--- src/rtl/shift_normalizer.sv ---
// Multi-cycle normalizer: recovers the leading/trailing zero count of a 32-bit
// operand by a fixed 5-step binary search (16, 8, 4, 2, 1), with start/busy/done.
module shift_normalizer (
  input  logic        clk,
  input  logic        rst,
  input  logic        start,
  input  logic [31:0] a,
  input  logic        mode,
  output logic        busy,
  output logic        done,
  output logic [31:0] result,
  output logic [5:0]  count,
  output logic        zero
);

  localparam logic [1:0] ST_IDLE = 2'd0;
  localparam logic [1:0] ST_RUN  = 2'd1;
  localparam logic [1:0] ST_DONE = 2'd2;

  logic [1:0]  state_q, state_d;
  logic [31:0] work_q, work_d;
  logic [5:0]  count_q, count_d;
  logic        zero_q, zero_d;
  logic        mode_q, mode_d;
  logic [2:0]  step_q, step_d;
  logic [5:0]  k_w;

  // Are the top (left) or bottom (right) 16>>s bits of v all zero?
  function automatic logic top_zero(input logic [31:0] v, input logic [2:0] s);
    case (s)
      3'd0:    top_zero = (v[31:16] == 16'd0);
      3'd1:    top_zero = (v[31:24] == 8'd0);
      3'd2:    top_zero = (v[31:28] == 4'd0);
      3'd3:    top_zero = (v[31:30] == 2'd0);
      default: top_zero = ~v[31];
    endcase
  endfunction

  function automatic logic bottom_zero(input logic [31:0] v, input logic [2:0] s);
    case (s)
      3'd0:    bottom_zero = (v[15:0] == 16'd0);
      3'd1:    bottom_zero = (v[7:0] == 8'd0);
      3'd2:    bottom_zero = (v[3:0] == 4'd0);
      3'd3:    bottom_zero = (v[1:0] == 2'd0);
      default: bottom_zero = ~v[0];
    endcase
  endfunction

  assign k_w = 6'd16 >> step_q;

  always_comb begin
    state_d = state_q;
    work_d  = work_q;
    count_d = count_q;
    zero_d  = zero_q;
    mode_d  = mode_q;
    step_d  = step_q;
    case (state_q)
      ST_IDLE, ST_DONE: begin
        if (start) begin
          work_d  = a;
          mode_d  = mode;
          zero_d  = (a == 32'd0);
          count_d = 6'd0;
          step_d  = 3'd0;
          state_d = ST_RUN;
        end else if (state_q == ST_DONE) begin
          state_d = ST_IDLE;
        end
      end
      ST_RUN: begin
        if (!mode_q && top_zero(work_q, step_q)) begin
          work_d  = work_q << k_w;
          count_d = count_q + k_w;
        end else if (mode_q && bottom_zero(work_q, step_q)) begin
          work_d  = work_q >> k_w;
          count_d = count_q + k_w;
        end
        step_d = step_q + 3'd1;
        if (step_q == 3'd4) begin
          state_d = ST_DONE;
          // A zero operand accumulates 31; report the full width instead.
          if (zero_q) count_d = 6'd32;
        end
      end
      default: state_d = ST_IDLE;
    endcase
  end

  always_ff @(posedge clk or posedge rst) begin
    if (rst) begin
      state_q <= ST_IDLE;
      work_q  <= 32'd0;
      count_q <= 6'd0;
      zero_q  <= 1'b0;
      mode_q  <= 1'b0;
      step_q  <= 3'd0;
    end else begin
      state_q <= state_d;
      work_q  <= work_d;
      count_q <= count_d;
      zero_q  <= zero_d;
      mode_q  <= mode_d;
      step_q  <= step_d;
    end
  end

  assign busy   = (state_q == ST_RUN);
  assign done   = (state_q == ST_DONE);
  assign result = work_q;
  assign count  = count_q;
  assign zero   = zero_q;

endmodule

--- config.mk ---
export PLATFORM = sky130hd
export DESIGN_NAME = shift_normalizer
export DESIGN_NICKNAME = d
export VERILOG_FILES = /design/src/rtl/shift_normalizer.sv
export SDC_FILE = /design/constraint.sdc
export NUM_CORES = 1
export LEC_CHECK = 0
export CAP_MARGIN = 20
export CORE_AREA = 2 2 148 165
export CTS_CLUSTER_SIZE = 25
export DETAILED_ROUTE_END_ITERATION = 10
export DIE_AREA = 0 0 150 167
export PLACE_DENSITY = 0.48
export SYNTH_ARGS = -nofsm -noshare
export SYNTH_HDL_FRONTEND = slang
export SYNTH_SLANG_ARGS = --single-unit
--- constraint.sdc ---
create_clock -name clk -period 8.1 [get_ports clk]
set_input_delay 1.62 -clock clk [delete_from_list [all_inputs] [get_ports clk]]
set_output_delay 1.62 -clock clk [all_outputs]
set_load 0.02 [all_outputs]
==> metrics.md, run 1 <==
| Metric | Value |
|---|---|
| Status | `complete, no violations` |
| Longest Clk Path Bufs | `2` |
| Worst Hold Depth | `1` |
| Delay of the slowest critical-path stage | `0.88 ns` |
| Yosys reg bits | `45` |
| Filler cells | `2,572` |
| Fin area | `7270 µm²` |
| Synth-to-Final Area Change | `16.5%` |
| Share of cells above drive strength 1 | `10.0%` |
| Max FO, Critical Path | `59` |
| Delay-heaviest family, CP | `simple AND/OR/NAND/NOR gates` |
| Cts hold-fix bufs | `0` |
| Die height | `167 µm` |
| Post-cts sizing count | `0` |
| GPL Wtd Cong | `1.00` |
| Slew @ Worst Pin | `1.01 ns` |
| Hold Path Origin | `step_q[0]` |
| GRT overflow | `0` |
| R2R setup slack | `3.93 ns` |
| First-pass GRT wire length | `48.8 mm` |
| Clk Tree Root Cell | `clkbuf_16` |
| Synthesized Nets | `834` |
| Diode count | `0` |
| Die area | `25,100 µm²` |
| Setup crit end kind | `flip-flop` |
| Post-CTS Setup Bufs | `0` |
| Ranking of synthesized cells by area | `dfrtp_1 (18%), mux4_2 (7.2%), mux2i_1 (6.4%)` |
| Vias | `7,289` |
| Req. time, crit path | `8.28 ns` |
| # DRC | `0` |
| Commonest non-fill, non-tap cells in the layout | `clkdlybuf4s50_1 (76), nor2_1 (69), nand2_1 (66)` |
| Register area share after synthesis | `18.1%` |
| Num CTS Buffers | `5` |
| Max_slew headroom | `32.4%` |
| Crit-path cells | `buf_4 -> nand2b_2 -> buf_4 -> nand2_1 -> o22ai_1 -> nand4_1 -> nand2_1 -> o21ai_0 -> or3_1` |
| Worst EP arrival | `4.36 ns` |
| Final worst path period share | `51.5%` |
| DP HPWL | `23.0 mm` |
| Initial Util | `26.7%` |
| Netlist cell types | `75` |
| Mapped Area | `6240 µm²` |
| Cell Count, Final, Fillers Out | `1,103` |
| Final min period | `4.17 ns` |
| Post-route ant nets | `0` |
| Number of buffers added on ports | `76` |
| Ys async rst share | `100%` |
| Setup Skew | `0.0141 ns` |
| Clk_lat worst skew | `0.32 ns` |
| Routed len/inst | `29.9 µm` |
| Reg-to-reg startpoint | `step_q[2]` |
| R2r endpoint | `result[3]` |
| Hold slack | `0.537 ns` |
| DP Cell Count | `1,095` |
| DRT iter0 DRCs | `1,263` |
| Critical Path Source | `step_q[2]` |
| Main synth FF type | `dfrtp_1` |
| Fmax | `0.240 GHz` |
| Flip-flop and latch area | `1130 µm²` |
| Max-slew violations | `0` |
| DR vias/cell | `6.61` |
| Layout net count | `842` |
| Synth Area per Inst | `7.91 µm²` |
| RSZ-0062 raised after global routing | `false` |
| Htree depth | `2` |
| DR pass1 iterations | `8` |
| Largest net degree at the start of global routing | `60` |
| Site Rows | `59` |
| Worst r2r path cells | `9` |
| CP bufs+invs | `2` |
| GR Util All Layers | `26.1%` |
| I/O Pins | `77` |
| Sum Neg Setup Slack | `0 ns` |
| Max_cap viols | `0` |
| Placed cell area | `7100 µm²` |
| Area leader, netlist | `dfrtp_1` |
| Max stage delay cell, worst path | `nand2_1` |
| Commonest non-fill, non-tap cell in the layout | `clkdlybuf4s50_1` |
| HP Class | `reg2reg` |
| Worst Hold End | `step_q[0]` |
| Area of the multi-input gates | `4630 µm²` |
| Setup Viol. Count Final | `0` |
| Fin. Hold Viols | `0` |
| Number of synthesized flops with an enable pin | `0` |
| Top-area cell type share of the netlist area | `18.1%` |
| Synth warn | `0` |
| Final WL | `33.0 mm` |
| Critical path class | `reg2reg` |
| CTS clk-pin slew, worst paths | `0.08 ns` |
| Nature of the critical path startpoint | `flip-flop` |
| Core Footprint | `23,300 µm²` |
| Clk sinks | `45` |
| DIE WIDTH | `150 µm` |
| Syn Inst Count | `789` |
| CTS tree | `built` |
| Vias in the first global route | `7,069` |
| Initial antenna violation count | `0` |
[cell usage after synthesis (all sizes together) (6+ instances only)]
master / n
mux4: 31
nor4: 17
nand3: 28
a211oi: 17
a21oi: 40
nor2: 71
clkbuf: 46
nand4: 6
o22ai: 17
nand2: 68
or3: 13
o31ai: 8
inv: 13
buf: 48
and3: 22
a221o: 8
mux2i: 40
ha: 9
o21ai: 54
a22oi: 7
a311oi: 10
a22o: 10
mux2: 7
nand2b: 8
a31oi: 17
o211ai: 11
nor2b: 7
dfrtp: 45
nor3: 21
a211o: 10
[layer usage]
| layer | part of all wire (%) | global-route usage (%) | up-vias |
|---|---|---|---|
| met5 | 0 | 0 | - |
| met2 | 43 | 38.0 | 519 |
| met4 | 6.1 | 13.5 | 0 |
| met1 | 41 | 35.7 | 3567 |
| met3 | 10 | 6.05 | 128 |
| li1 | - | - | 3075 |
[cells by family after synthesis]
| group | after synthesis | synth area share (%) |
|---|---|---|
| AND/OR/NAND/NOR | 278 | 22.0 |
| AO/OA/AOI/OAI | 264 | 29.6 |
| buffers and inverters | 108 | 7.96 |
| multiplexers | 78 | 19.5 |
| flip-flops | 45 | 18.1 |
| adder cells (fa/ha/maj) | 12 | 2.29 |
| XOR/XNOR | 4 | 0.562 |
[state kept, by name, summed over array words and instances, names as in the netlist]
| register | flops |
|---|---|
| zero | 1 |
| state_q | 2 |
| result | 32 |
| count | 6 |
| step_q | 3 |
| mode_q | 1 |
[worst max-delay path by stage]
| stage | slack (ns) | endpoint | depth (start not counted) |
|---|---|---|---|
| global placement | 4.05 | result[7] | 6 |
| detailed placement | 4.01 | result[7] | 6 |
| floorplan | 4.85 | count[5] | 14 |
| global route | 3.76 | result[30] | 9 |
| CTS | 4.04 | result[3] | 9 |
| finish | 3.93 | result[3] | 9 |
[final cells by class]
cell class              instances  share of cell area [%]
multi-input cells             636                    63.7
repair buffers                 95                    12.4
well taps                     305                    5.25
inverters                      14                   0.827
clock buffers                   6                    1.77
flip-flops and latches         45                    15.5
clock inverters                 2                   0.534
[per-stage QoR]
step                worst slack [ns]  utilization (%)
global placement                4.05             30.4
global route                    3.76             31.1
floorplan                       4.85                -
CTS                             4.04             31.1
finish                          3.93             31.1
detailed placement              4.01             30.4
Power of run 1 is not shown: default switching activity piles up to over one toggle a cycle in this logic, so the estimate is an artifact.
==> run 2, diff against run 1 <==
==> constraint.sdc (replaced) <==
create_clock -name clk -period 4.3 [get_ports clk]
set_input_delay 0.86 -clock clk [delete_from_list [all_inputs] [get_ports clk]]
set_output_delay 0.86 -clock clk [all_outputs]
set_load 0.02 [all_outputs]
==> run 2 against run 1 <==
  * Critical endpoint is now result[26]
  * Clock skew fell by 0.0039 ns
  * Global-route usage is 0.065 points higher
  * Final cell count grew 2.3%
  * Routed wire length grew 0.27%
  * Sequential cell count unchanged
  * Largest cell class unchanged
==> metrics.md, run 2 (synthesis results as in run 1) <==
| Metric | Value |
|---|---|
| Initial antenna violation count | `1 (+1)` |
| DR pass1 iterations | `6 (-2)` |
| CTS tree | `built` |
| Filler cells | `2,550 (-0.86%)` |
| Post-CTS Setup Bufs | `0 (unchanged)` |
| Vias | `7,487 (+2.7%)` |
| Commonest non-fill, non-tap cell in the layout | `clkdlybuf4s50_1` |
| Nature of the critical path startpoint | `flip-flop` |
| Slew @ Worst Pin | `0.779 ns (-0.229 ns)` |
| Max FO, Critical Path | `30 (-49%)` |
| Htree depth | `2 (unchanged)` |
| Share of cells above drive strength 1 | `12.7% (+2.6 points)` |
| DP HPWL | `24.0 mm (+4.2%)` |
| Clk_lat worst skew | `0.31 ns (about the same)` |
| Vias in the first global route | `7,075 (+0.085%)` |
| HP Class | `reg2reg` |
| Hold Path Origin | `step_q[0]` |
| Clk sinks | `45 (unchanged)` |
| I/O Pins | `77 (unchanged)` |
| Req. time, crit path | `4.47 ns (-3.81 ns)` |
| Critical path class | `reg2reg` |
| CTS clk-pin slew, worst paths | `0.07 ns (about the same)` |
| Fmax | `0.278 GHz (+16%)` |
| Setup crit end kind | `flip-flop` |
| Worst Hold Depth | `1 (unchanged)` |
| Max_cap viols | `0 (unchanged)` |
| DRT iter0 DRCs | `1,058 (-16%)` |
| Post-route ant nets | `0 (unchanged)` |
| DIE WIDTH | `150 µm (unchanged)` |
| Synth-to-Final Area Change | `19.0%` |
| Worst r2r path cells | `11 (+2)` |
| Area of the multi-input gates | `4630 µm² (unchanged)` |
| Fin. Hold Viols | `0 (unchanged)` |
| R2R setup slack | `0.71 ns (-3.22 ns)` |
| # DRC | `0 (unchanged)` |
| GR Util All Layers | `26.1% (+0.065 points)` |
| DR vias/cell | `6.64 (+0.44%)` |
| Final WL | `33.1 mm (+0.27%)` |
| Core Footprint | `23,300 µm² (unchanged)` |
| Commonest non-fill, non-tap cells in the layout | `clkdlybuf4s50_1 (76), nor2_1 (69), nand2_1 (66)` |
| Worst EP arrival | `3.76 ns (-0.60 ns)` |
| Worst Hold End | `step_q[0]` |
| Routed len/inst | `29.3 µm (-1.9%)` |
| Setup Viol. Count Final | `0 (unchanged)` |
| Clk Tree Root Cell | `clkbuf_16` |
| Post-cts sizing count | `0 (unchanged)` |
| Sum Neg Setup Slack | `0 ns (unchanged)` |
| Die area | `25,100 µm² (unchanged)` |
| Layout net count | `866 (+2.9%)` |
| RSZ-0062 raised after global routing | `false` |
| Die height | `167 µm (unchanged)` |
| Num CTS Buffers | `5 (unchanged)` |
| GPL Wtd Cong | `1.00 (about the same)` |
| Reg-to-reg startpoint | `step_q[0]` |
| Initial Util | `26.7% (unchanged)` |
| Cts hold-fix bufs | `0 (unchanged)` |
| GRT overflow | `0 (unchanged)` |
| Final worst path period share | `83.5% (+32 points)` |
| Longest Clk Path Bufs | `2 (unchanged)` |
| Max FFs per register | `32 (unchanged)` |
| Status | `complete, no violations` |
| Max-slew violations | `0 (unchanged)` |
| R2r endpoint | `result[26]` |
| Setup Skew | `0.0102 ns (-0.00392 ns)` |
| Final min period | `3.59 ns (-0.582 ns)` |
| Max_slew headroom | `46.6% (+14 points)` |
| Site Rows | `59 (unchanged)` |
| Flip-flop and latch area | `1130 µm² (unchanged)` |
| Largest net degree at the start of global routing | `36 (-40%)` |
| Number of buffers added on ports | `76 (unchanged)` |
| First-pass GRT wire length | `49.1 mm (+0.61%)` |
-- run 2: through the flow --
stage | area, µm² | cells | hold slack (ns) | setup WS [ns] | utilization [%]
6_report | 7420 | 1128 | 0.548 | 0.708 | 31.8
2_1_floorplan | 6240 | 789 | 0.461 | 1.05 | -
3_5_place_dp | 7280 | 1119 | 0.528 | 0.844 | 31.2
5_1_grt | 7420 | 1128 | 0.578 | 0.523 | 31.8
3_3_place_gp | 7280 | 1119 | 0.532 | 0.866 | 31.2
4_1_cts | 7420 | 1127 | 0.551 | 0.816 | 31.8
-- run 2: final cells by class --
cell class / instances / area share, %
flip-flops and latches: 45 / 15.2
clock buffers: 6 / 1.74
clock inverters: 2 / 0.202
diodes: 1 / 0.0337
inverters: 14 / 0.809
multi-input cells: 636 / 62.3
repair buffers: 119 / 14.6
well taps: 305 / 5.14
-- run 2: critical path, stage by stage (launching register included) --
cell and delay [ns]:
dfrtp_1 0.43, inv_1 0.11, ha_2 0.44, buf_4 0.44, nand2b_1 0.12, nor2_1 0.38
a31oi_2 0.23, nand2_1 0.37, buf_4 0.28, a211oi_1 0.08, a2111oi_0 0.38, o22ai_1 0.17
-- run 2: how the worst max path moves through the flow --
stage | slack (ns) | to | startpoint | depth (start not counted)
6_report | 0.71 | result[26] | step_q[0] | 11
5_1_grt | 0.52 | result[26] | step_q[0] | 11
4_1_cts | 0.82 | result[26] | step_q[0] | 11
3_5_place_dp | 0.84 | result[26] | step_q[0] | 11
3_3_place_gp | 0.87 | result[6] | step_q[0] | 9
2_1_floorplan | 1.05 | count[5] | step_q[2] | 14
-- run 2: per-layer routing --
layer  vias up  global-route usage, %  wire, µm
met5         -                      0         0
met4         0                   15.7      2300
met3       145                   4.79      3450
met2       565                   38.6     14200
met1      3650                   35.3     13200
li1       3127                      -         -
Power of run 2 is left out for the same reason.
